### src/rtl/dsp_mac_sequencer_if.sv
// Operand stream, DSP48A1 control and result strobe between the sequencer (master) and its environment (slave).
// Operands and start use valid/ready; results are a one-cycle strobe with no backpressure.
interface dsp_mac_sequencer_if #(
    parameter int LEN_W = 8
);
    logic             start;
    logic [LEN_W-1:0] len;
    logic             busy;
    logic             in_valid;
    logic             in_ready;
    logic [17:0]      in_a;
    logic [17:0]      in_b;
    logic [17:0]      dsp_a;
    logic [17:0]      dsp_b;
    logic [7:0]       dsp_opmode;
    logic             dsp_ce;
    logic [47:0]      dsp_p;
    logic             res_valid;
    logic [47:0]      res_data;

    modport master (
        input  start, len, in_valid, in_a, in_b, dsp_p,
        output busy, in_ready, dsp_a, dsp_b, dsp_opmode, dsp_ce, res_valid, res_data
    );

    modport slave (
        output start, len, in_valid, in_a, in_b, dsp_p,
        input  busy, in_ready, dsp_a, dsp_b, dsp_opmode, dsp_ce, res_valid, res_data
    );
endinterface

### src/rtl/dsp_mac_sequencer.sv
// Drives a DSP48A1 as a signed MAC over len operand pairs; result strobes MUL_LAT+3 cycles after the last tap.
// in_ready is held low outside RUN; stalls insert OPMODE-hold bubbles and never drop CE.
module dsp_mac_sequencer #(
    parameter int LEN_W   = 8,
    parameter int MUL_LAT = 2
) (
    input  logic                CLK,
    input  logic                RST,
    dsp_mac_sequencer_if.master bus
);

    typedef enum logic [1:0] {IDLE, RUN, DRAIN, DONE} state_t;

    typedef struct packed {
        logic vld;
        logic first;
        logic last;
    } tag_t;

    localparam logic [7:0] OP_LOAD = 8'h01;
    localparam logic [7:0] OP_ACC  = 8'h09;
    localparam logic [7:0] OP_HOLD = 8'h08;

    state_t           state;
    logic [LEN_W-1:0] len_q;
    logic [LEN_W-1:0] cnt;
    tag_t             tag_q [MUL_LAT+1];
    logic             p_last;

    logic             hs;
    logic             start_ok;
    tag_t             tag_in;

    always_comb begin
        hs           = bus.in_valid & bus.in_ready;
        start_ok     = bus.start && (bus.len != '0);
        tag_in       = '0;
        tag_in.vld   = hs;
        tag_in.first = hs && (cnt == '0);
        tag_in.last  = hs && (cnt == len_q - LEN_W'(1));
    end

    function automatic logic [7:0] opmode_for(input tag_t t);
        if (t.first)
            return OP_LOAD;
        else if (t.vld)
            return OP_ACC;
        else
            return OP_HOLD;
    endfunction

    // tag_q[MUL_LAT] sits at the post-adder; OPMODE is registered from the stage before it so both line up.
    always_ff @(posedge CLK) begin
        if (RST) begin
            state          <= IDLE;
            len_q          <= '0;
            cnt            <= '0;
            for (int i = 0; i <= MUL_LAT; i++)
                tag_q[i] <= '0;
            p_last         <= 1'b0;
            bus.busy       <= 1'b0;
            bus.in_ready   <= 1'b0;
            bus.dsp_a      <= '0;
            bus.dsp_b      <= '0;
            bus.dsp_opmode <= 8'h00;
            bus.dsp_ce     <= 1'b0;
            bus.res_valid  <= 1'b0;
            bus.res_data   <= '0;
        end else begin
            bus.dsp_ce     <= 1'b1;
            bus.res_valid  <= 1'b0;
            tag_q[0]       <= tag_in;
            for (int i = 1; i <= MUL_LAT; i++)
                tag_q[i] <= tag_q[i-1];
            p_last         <= tag_q[MUL_LAT].vld & tag_q[MUL_LAT].last;
            bus.dsp_opmode <= opmode_for(tag_q[MUL_LAT-1]);

            if (hs) begin
                bus.dsp_a <= bus.in_a;
                bus.dsp_b <= bus.in_b;
                cnt       <= cnt + LEN_W'(1);
            end

            case (state)
                IDLE, DONE: begin
                    if (start_ok) begin
                        len_q        <= bus.len;
                        cnt          <= '0;
                        bus.busy     <= 1'b1;
                        bus.in_ready <= 1'b1;
                        state        <= RUN;
                    end else begin
                        state        <= IDLE;
                    end
                end
                RUN: begin
                    if (tag_in.last) begin
                        bus.in_ready <= 1'b0;
                        state        <= DRAIN;
                    end
                end
                DRAIN: begin
                    // The last product is in P this cycle.
                    if (p_last) begin
                        bus.res_data  <= bus.dsp_p;
                        bus.res_valid <= 1'b1;
                        bus.busy      <= 1'b0;
                        state         <= DONE;
                    end
                end
                default: state <= IDLE;
            endcase
        end
    end

endmodule

### src/flat_wrapper.sv
// flat-port wrapper written by rule: the top's interface ports become plain ports
module dsp_mac_sequencer_flat 
#(
    parameter int LEN_W   = 8,
    parameter int MUL_LAT = 2
)
  (CLK, RST, bus_start, bus_len, bus_in_valid, bus_in_a, bus_in_b, bus_dsp_p, bus_busy, bus_in_ready, bus_dsp_a, bus_dsp_b, bus_dsp_opmode, bus_dsp_ce, bus_res_valid, bus_res_data);
  dsp_mac_sequencer_if #(.LEN_W(LEN_W)) bus_i ();
  input  logic CLK;
  input  logic RST;
  input wire logic [$bits(bus_i.start)-1:0] bus_start;
  input wire logic [$bits(bus_i.len)-1:0] bus_len;
  input wire logic [$bits(bus_i.in_valid)-1:0] bus_in_valid;
  input wire logic [$bits(bus_i.in_a)-1:0] bus_in_a;
  input wire logic [$bits(bus_i.in_b)-1:0] bus_in_b;
  input wire logic [$bits(bus_i.dsp_p)-1:0] bus_dsp_p;
  output wire logic [$bits(bus_i.busy)-1:0] bus_busy;
  output wire logic [$bits(bus_i.in_ready)-1:0] bus_in_ready;
  output wire logic [$bits(bus_i.dsp_a)-1:0] bus_dsp_a;
  output wire logic [$bits(bus_i.dsp_b)-1:0] bus_dsp_b;
  output wire logic [$bits(bus_i.dsp_opmode)-1:0] bus_dsp_opmode;
  output wire logic [$bits(bus_i.dsp_ce)-1:0] bus_dsp_ce;
  output wire logic [$bits(bus_i.res_valid)-1:0] bus_res_valid;
  output wire logic [$bits(bus_i.res_data)-1:0] bus_res_data;
  assign bus_i.start = bus_start;
  assign bus_i.len = bus_len;
  assign bus_i.in_valid = bus_in_valid;
  assign bus_i.in_a = bus_in_a;
  assign bus_i.in_b = bus_in_b;
  assign bus_i.dsp_p = bus_dsp_p;
  assign bus_busy = bus_i.busy;
  assign bus_in_ready = bus_i.in_ready;
  assign bus_dsp_a = bus_i.dsp_a;
  assign bus_dsp_b = bus_i.dsp_b;
  assign bus_dsp_opmode = bus_i.dsp_opmode;
  assign bus_dsp_ce = bus_i.dsp_ce;
  assign bus_res_valid = bus_i.res_valid;
  assign bus_res_data = bus_i.res_data;
  dsp_mac_sequencer #(.LEN_W(LEN_W), .MUL_LAT(MUL_LAT)) u_core (.CLK(CLK), .RST(RST), .bus(bus_i));
endmodule
### config.mk
export PLATFORM = sky130hd
export DESIGN_NAME = dsp_mac_sequencer_flat
export DESIGN_NICKNAME = d
export VERILOG_FILES = /design/src/rtl/dsp_mac_sequencer_if.sv /design/src/rtl/dsp_mac_sequencer.sv /design/src/flat_wrapper.sv
export SDC_FILE = /design/constraint.sdc
export NUM_CORES = 1
export LEC_CHECK = 0
export ABC_CLOCK_PERIOD_IN_PS = 3300
export CAP_MARGIN = 20
export CORE_ASPECT_RATIO = 1.25
export CORE_MARGIN = 2
export CORE_UTILIZATION = 60
export DETAILED_ROUTE_END_ITERATION = 7
export DONT_BUFFER_PORTS = 1
export MAX_ROUTING_LAYER = met4
export PLACE_DENSITY = 0.76
export RECOVER_POWER = 100
export SLEW_MARGIN = 20
export SYNTH_ARGS = -nofsm -noshare
export SYNTH_HDL_FRONTEND = slang
export SYNTH_SLANG_ARGS = --single-unit
### constraint.sdc
create_clock -name CLK -period 3.3 [get_ports CLK]
set_input_delay 0.66 -clock CLK [delete_from_list [all_inputs] [get_ports CLK]]
set_output_delay 0.66 -clock CLK [all_outputs]
set_load 0.02 [all_outputs]
# ---- Yosys cells after proc, flatten, opt, wreduce, memory -nomap -nowiden
# Memory sizes are Yosys's and may differ from the RTL's.
# Cells that the tools add are included.
dict set report totals {
  register_bits 115
  out_inout_bits 96
  wordCells 66
  ramBits 9
  n_memories 1
  input_bits 96
}
# name depth width read_ports rd_ports_with_merged_regs write_ports line
set memory_table {}
lappend memory_table {u_core.tag_q 3 3 3 0 3 dsp_mac_sequencer.sv:27} ;# tag_t tag_q [MUL_LAT+1];
dict set report classes {
  bitwise 6
  reduce_logical 16
  eq_ne 7
  n_addsub 2
  n_mux 21
}
# cell n
set ops {}
lappend ops {{2-to-1 mux 8 bit} 3}
lappend ops {{2-to-1 mux 1 bit} 10}
lappend ops {{2-to-1 mux 3 bit} 3}
lappend ops {{adder 8 x 1 -> 8 bit, second input constant} 1}
lappend ops {{== test 8 bit} 1}
lappend ops {{zero test 8 bit} 1}
lappend ops {{nonzero test 8 bit} 1}
lappend ops {{subtractor 8 x 1 -> 8 bit, second input constant} 1}
lappend ops {{inequality test 2 x 1 -> 1 bit, second input constant} 3}
lappend ops {{one-hot mux 2 bit (3 select lines)} 1}
lappend ops {{AND reduction 2 bit} 3}
lappend ops {{AND reduction 3 bit} 2}
lappend ops {{OR reduction 2 bit} 3}
lappend ops {{== test 2 bit, second input constant} 2}
lappend ops {{2-to-1 mux 2 bit} 2}
lappend ops {{one-hot mux 1 bit (2 select lines)} 2}
lappend ops {{nonzero test 2 bit} 2}
lappend ops {{logical AND 1 bit} 3}
lappend ops {{OR 1 bit} 3}
lappend ops {{bitwise AND 1 bit} 2}
lappend ops {{== test 2 x 1 -> 1 bit, second input constant} 1}
lappend ops {{zero test 2 bit} 1}
lappend ops {{inverter 1 bit} 1}

# ---- Longest topological paths before layout
dict set report depth {
  depth_word 5
  mapped_depth 9
  depth_no_buf 8
}

# ---- Worst setup path after synthesis
# No wires, ideal clock.
dict set report synth_timing {
  path_kind {register to register}
  start {reg u_core.len_q[0]}
  end {reg u_core.state[1]}
  t_arrival_ps 2019
  setup_time_ps 121
  stages_incl_launch_ff 10
  period_less_slack_ps 2140
  n_path_buf 1
  slack_ps 1160
  required_time_ps 3179
  cell_sequence {dfxtp_1 -> inv_1 -> ha_1 -> clkbuf_2 -> o21ba_1 -> a221oi_1 -> a41oi_1 -> nor3_1 -> o221a_4 -> mux2_4}
}
dict set report synth_via {
  elab_chain_cells 5
}
# element line
set synth_rtl {}
lappend synth_rtl {{start, declared} dsp_mac_sequencer.sv:25} ;# logic [LEN_W-1:0] len_q;
lappend synth_rtl {{start signal, assigned} dsp_mac_sequencer.sv:87} ;# len_q <= bus.len;
lappend synth_rtl {{subtractor 8 x 1 -> 8 bit} dsp_mac_sequencer.sv:40} ;# tag_in.last = hs && (cnt == len_q - LEN_W'(1));
lappend synth_rtl {{== test 8 bit} dsp_mac_sequencer.sv:40}
lappend synth_rtl {{logical AND 1 bit} dsp_mac_sequencer.sv:40}
lappend synth_rtl {{inequality test 2 x 1 -> 1 bit (no source line)} -}
lappend synth_rtl {{AND reduction 2 bit (no source line)} -}
lappend synth_rtl {{end signal, assigned} dsp_mac_sequencer.sv:55} ;# state <= IDLE;
lappend synth_rtl {{end signal, assigned} dsp_mac_sequencer.sv:91} ;# state <= RUN;
lappend synth_rtl {{end signal, assigned} dsp_mac_sequencer.sv:93} ;# state <= IDLE;
lappend synth_rtl {{end, declared} dsp_mac_sequencer.sv:24} ;# state_t state;
# Every way passes these cells.
# A chain may end at the register's enable or synchronous reset.

# ---- Worst setup path in the final report
dict set report layout_timing {
  start {reg u_core.state[0]}
  end {reg u_core.bus.res_data[11]}
}
dict set report layout_via {
  elab_chain_cells 2
}
# element line
set layout_rtl {}
lappend layout_rtl {{== test 2 bit} dsp_mac_sequencer.sv:84} ;# case (state)
lappend layout_rtl {{AND reduction 2 bit (no source line)} -}
lappend layout_rtl {{end signal, assigned} dsp_mac_sequencer.sv:105} ;# bus.res_data <= bus.dsp_p;
lappend layout_rtl {{end, declared} dsp_mac_sequencer_if.sv:23} ;# output busy, in_ready, dsp_a, dsp_b, dsp_opmode, dsp_ce, res_valid, res_data
# Every way passes these cells.

==> key figures <==
Run status
  – Outcome: complete, but fails checks
  – Violated checks: max-capacitance violations, max-slew violations

CTS
  – H-tree Lvls: 4
  – Worst-path clk slew: about 50 ps
  – Post-CTS Setup Repair Bufs: 0
  – Clock tree buffer depth: 2
  – CTS tree: built
  – Sink Count: 117
  – CTS buffer count: 17
  – Root Buffer: clkbuf_8
  – Post-CTS sizing: 0
  – Clk Latency, worst-skew pair: approximately 500 ps
  – Hold_buf cts: 0

Layout
  – Nets: ~640
  – Design area: 0.005069 mm2
  – Fillers: 581
  – Final core utilization: between 60 and 70%
  – Area of the multi-input gates: about 0.0019 mm2
  – Most frequent cells in the layout: nand2_1, dfxtp_1, a21oi_1
  – Antenna cell count: 0
  – Layout cell share with drive strength beyond 1: 6.764%
  – Register area: 0.002342 mm2
  – Commonest non-fill, non-tap cell in the layout: nand2_1
  – Finished Layout Cells: 639
  – Area growth from synthesis to final layout: 13.51%

STA
  – Tmin final: 2624 ps
  – Final hold vios: 0
  – Fmax: around 380 MHz
  – Worst slew pin tran: 1573 ps
  – Final setup vio count: 0
  – Pins Over Slew Limit: 39
  – Total Neg Setup Slack: 0 ps
  – Layout Skew: between 6 and 7 ps
  – RSZ-0062 raised after global routing: no
  – Crit share post-route: slightly below 80%
  – Worst Slack Setup Final: 675.9 ps
  – Max-slew headroom: -4.875%

Placed design
  – Place WS: roughly 1000 ps
  – Placed Instances: approximately 610
  – Post-DP Area: around 0.0045 mm2
  – I/O Buffers: 0
  – Routability cong.: a little over 0.8
  – Dpl hpwl: between 6000 and 7000 um

Power and ir drop
  – P per Cell Area: between 800 and 900 mW/mm2
  – Max IR drop VDD: 0.5855 mV
  – P_leak: 0.001784 uW

Floorplanning
  – CORE AREA: around 0.0073 mm2
  – Starting Density: 61.06%
  – Die Y: 100.5 um
  – Die width: 81.16 um
  – Io pins: between 150 and 200
  – Site row count: 35
  – Die area: ~0.0082 mm2

Min path
  – Hold endpoint: u_core.bus.dsp_b[12]$_SDFFE_PP0P_
  – Min-delay worst type: in2reg
  – Hold path cells: 1
  – HP Start: RST

Drt
  – DR pass1 iterations: 4
  – DR iter-0 viols: about 160
  – # DRC: 0
  – Final ANT Viol Nets: 0
  – Drt wl/cell: between 15 and 20 um
  – Vias: about 3600
  – Via-to-Cell Ratio: about 5.6
  – Final Routed Wirelength: around 9800 um

Setup path
  – CP Max Fanout: 29
  – Crit path kind: reg2reg
  – Crit path launch: u_core.state[0]$_SDFFE_PP0P_
  – Cell family with most CP delay: simple AND/OR/NAND/NOR gates
  – CP required: ~3700 ps
  – Data arrival, critical path: 3050 ps
  – R2r setup slk: 680 ps
  – FF-to-FF path depth: 6
  – Slowest CP cell: and2_0
  – Worst Path Buf+Inv: 2
  – R2r endpoint: u_core.bus.res_data[11]$_SDFFE_PP0P_
  – Critical Path End Type: register
  – Critical R2R Launch: u_core.state[0]$_SDFFE_PP0P_
  – Max incr delay on CP: 1110 ps
  – CP startpoint kind: register
  – Worst path cell trace: inv_1, ha_1, and2_0, clkbuf_1, nand2_1, a21oi_1

Global routing
  – Vias in the first global route: ~3200
  – Total GRT Usage: 24.37%
  – Largest net degree at the start of global routing: 110
  – Initial antenna violation count: 0
  – Met1 usage: 24.05%
  – Met3 global-route usage: a little under a tenth
  – GR met2 Demand/Resource: between 40 and 50%
  – Total grt overflow: 0
  – First-pass GRT wire length: 14830 um
  – GR peak layer: met2

Yosys
  – Mapped Area: about 0.0045 mm2
  – Async SR Flop Fraction: 0%
  – Syn Area/Cell: ~8 um2
  – Top_reg_cell synth: dfxtp_1
  – Number of synthesized flops with an enable pin: 0
  – Yosys cell types: 46
  – Post-synthesis sequential area ratio: between 50% and 60%
  – Synth Register Bits: roughly 120
  – Mapped Cells: 549
  – Synth Warn #: 0

Run
  – Max Cap Viol: 1
==> logic make-up after synthesis <==
logic type	synth area share [%]
simple gates	22.58
compound gates	14.74
other cells	0.08398
buf+inv	4.847
xor+xnor	3.559
mux	0.3361
flops	52.45
fa+ha+maj	1.401
==> sequential cells by signal (all words and copies together), names as in the netlist, 2 cells and up <==
| register | count |
|---|---|
| u_core.bus.dsp_a | 18 |
| u_core.bus.res_data | 48 |
| u_core.tag_q | 8 |
| u_core.cnt | 8 |
| u_core.len_q | 8 |
| u_core.bus.dsp_b | 18 |
| u_core.state | 2 |
| u_core.bus.dsp_opmode | 2 |
==> per-layer routing <==
metal | share of wire, % | vias up | wire length [um]
met1 | 36 | 1624 | 3575
met3 | 9.4 | 29 | 916
met4 | 3.1 | 0 | 306
li1 | - | 1765 | -
met2 | 51 | 172 | 4996
met5 | 0 | - | 0
==> power breakdown <==
group	internal, uW	switching, uW
Combinational	209	304
Sequential	1520	181
Clock	1350	593
==> cells in the mapped netlist (2+ instances only) <==
library cell | instances | area share, %
clkbuf_1 | 29 | 2.4
ha_1 | 5 | 1.4
o21ai_1 | 2 | 0.22
nor4b_1 | 2 | 0.39
buf_1 | 5 | 0.42
and2_1 | 2 | 0.28
nor3_1 | 3 | 0.34
or4_1 | 2 | 0.34
buf_4 | 6 | 1.0
nand2_1 | 186 | 16
o21ai_0 | 2 | 0.22
nor2b_1 | 6 | 0.84
nand4_1 | 3 | 0.42
inv_1 | 9 | 0.76
xnor2_1 | 6 | 1.2
nor2_1 | 17 | 1.4
nand3_1 | 12 | 1.3
o211ai_2 | 2 | 0.56
xor2_1 | 9 | 1.8
a21oi_1 | 97 | 11
dfxtp_1 | 117 | 52
a211oi_1 | 2 | 0.34
o32ai_1 | 2 | 0.39
==> worst max path at each step <==
stage	to	slack (ps)	cells after the start
after global routing	u_core.bus.res_data[11]$_SDFFE_PP0P_	430	6
final	u_core.bus.res_data[11]$_SDFFE_PP0P_	680	6
after floorplan	u_core.state[1]$_SDFFE_PP0P_	1160	9
after global placement	u_core.state[1]$_SDFFE_PP0P_	1110	8
after CTS	u_core.state[1]$_SDFFE_PP0P_	950	8
after detailed placement	u_core.state[1]$_SDFFE_PP0P_	1010	8
==> through the flow <==
| step | hold WS, ps | total power, uW |
|---|---|---|
| floorplan | 393.2 | 2170 |
| global placement | 402.9 | 2223 |
| detailed placement | 402.3 | 2248 |
| finish | 218.0 | 4159 |
| CTS | 205.5 | 4197 |
| global route | 198.9 | 4329 |
==> final cells by class <==
type                            count  share of cell area (%)
Clock inverter                      9                   3.456
Clock buffer                       21                   9.059
Inverter                            9                  0.6665
Tap cell                           92                   2.271
Timing Repair Buffer                5                  0.5184
Multi-Input combinational cell    386                   37.82
Sequential cell                   117                   46.21
Power figures use the tool's default switching activity.
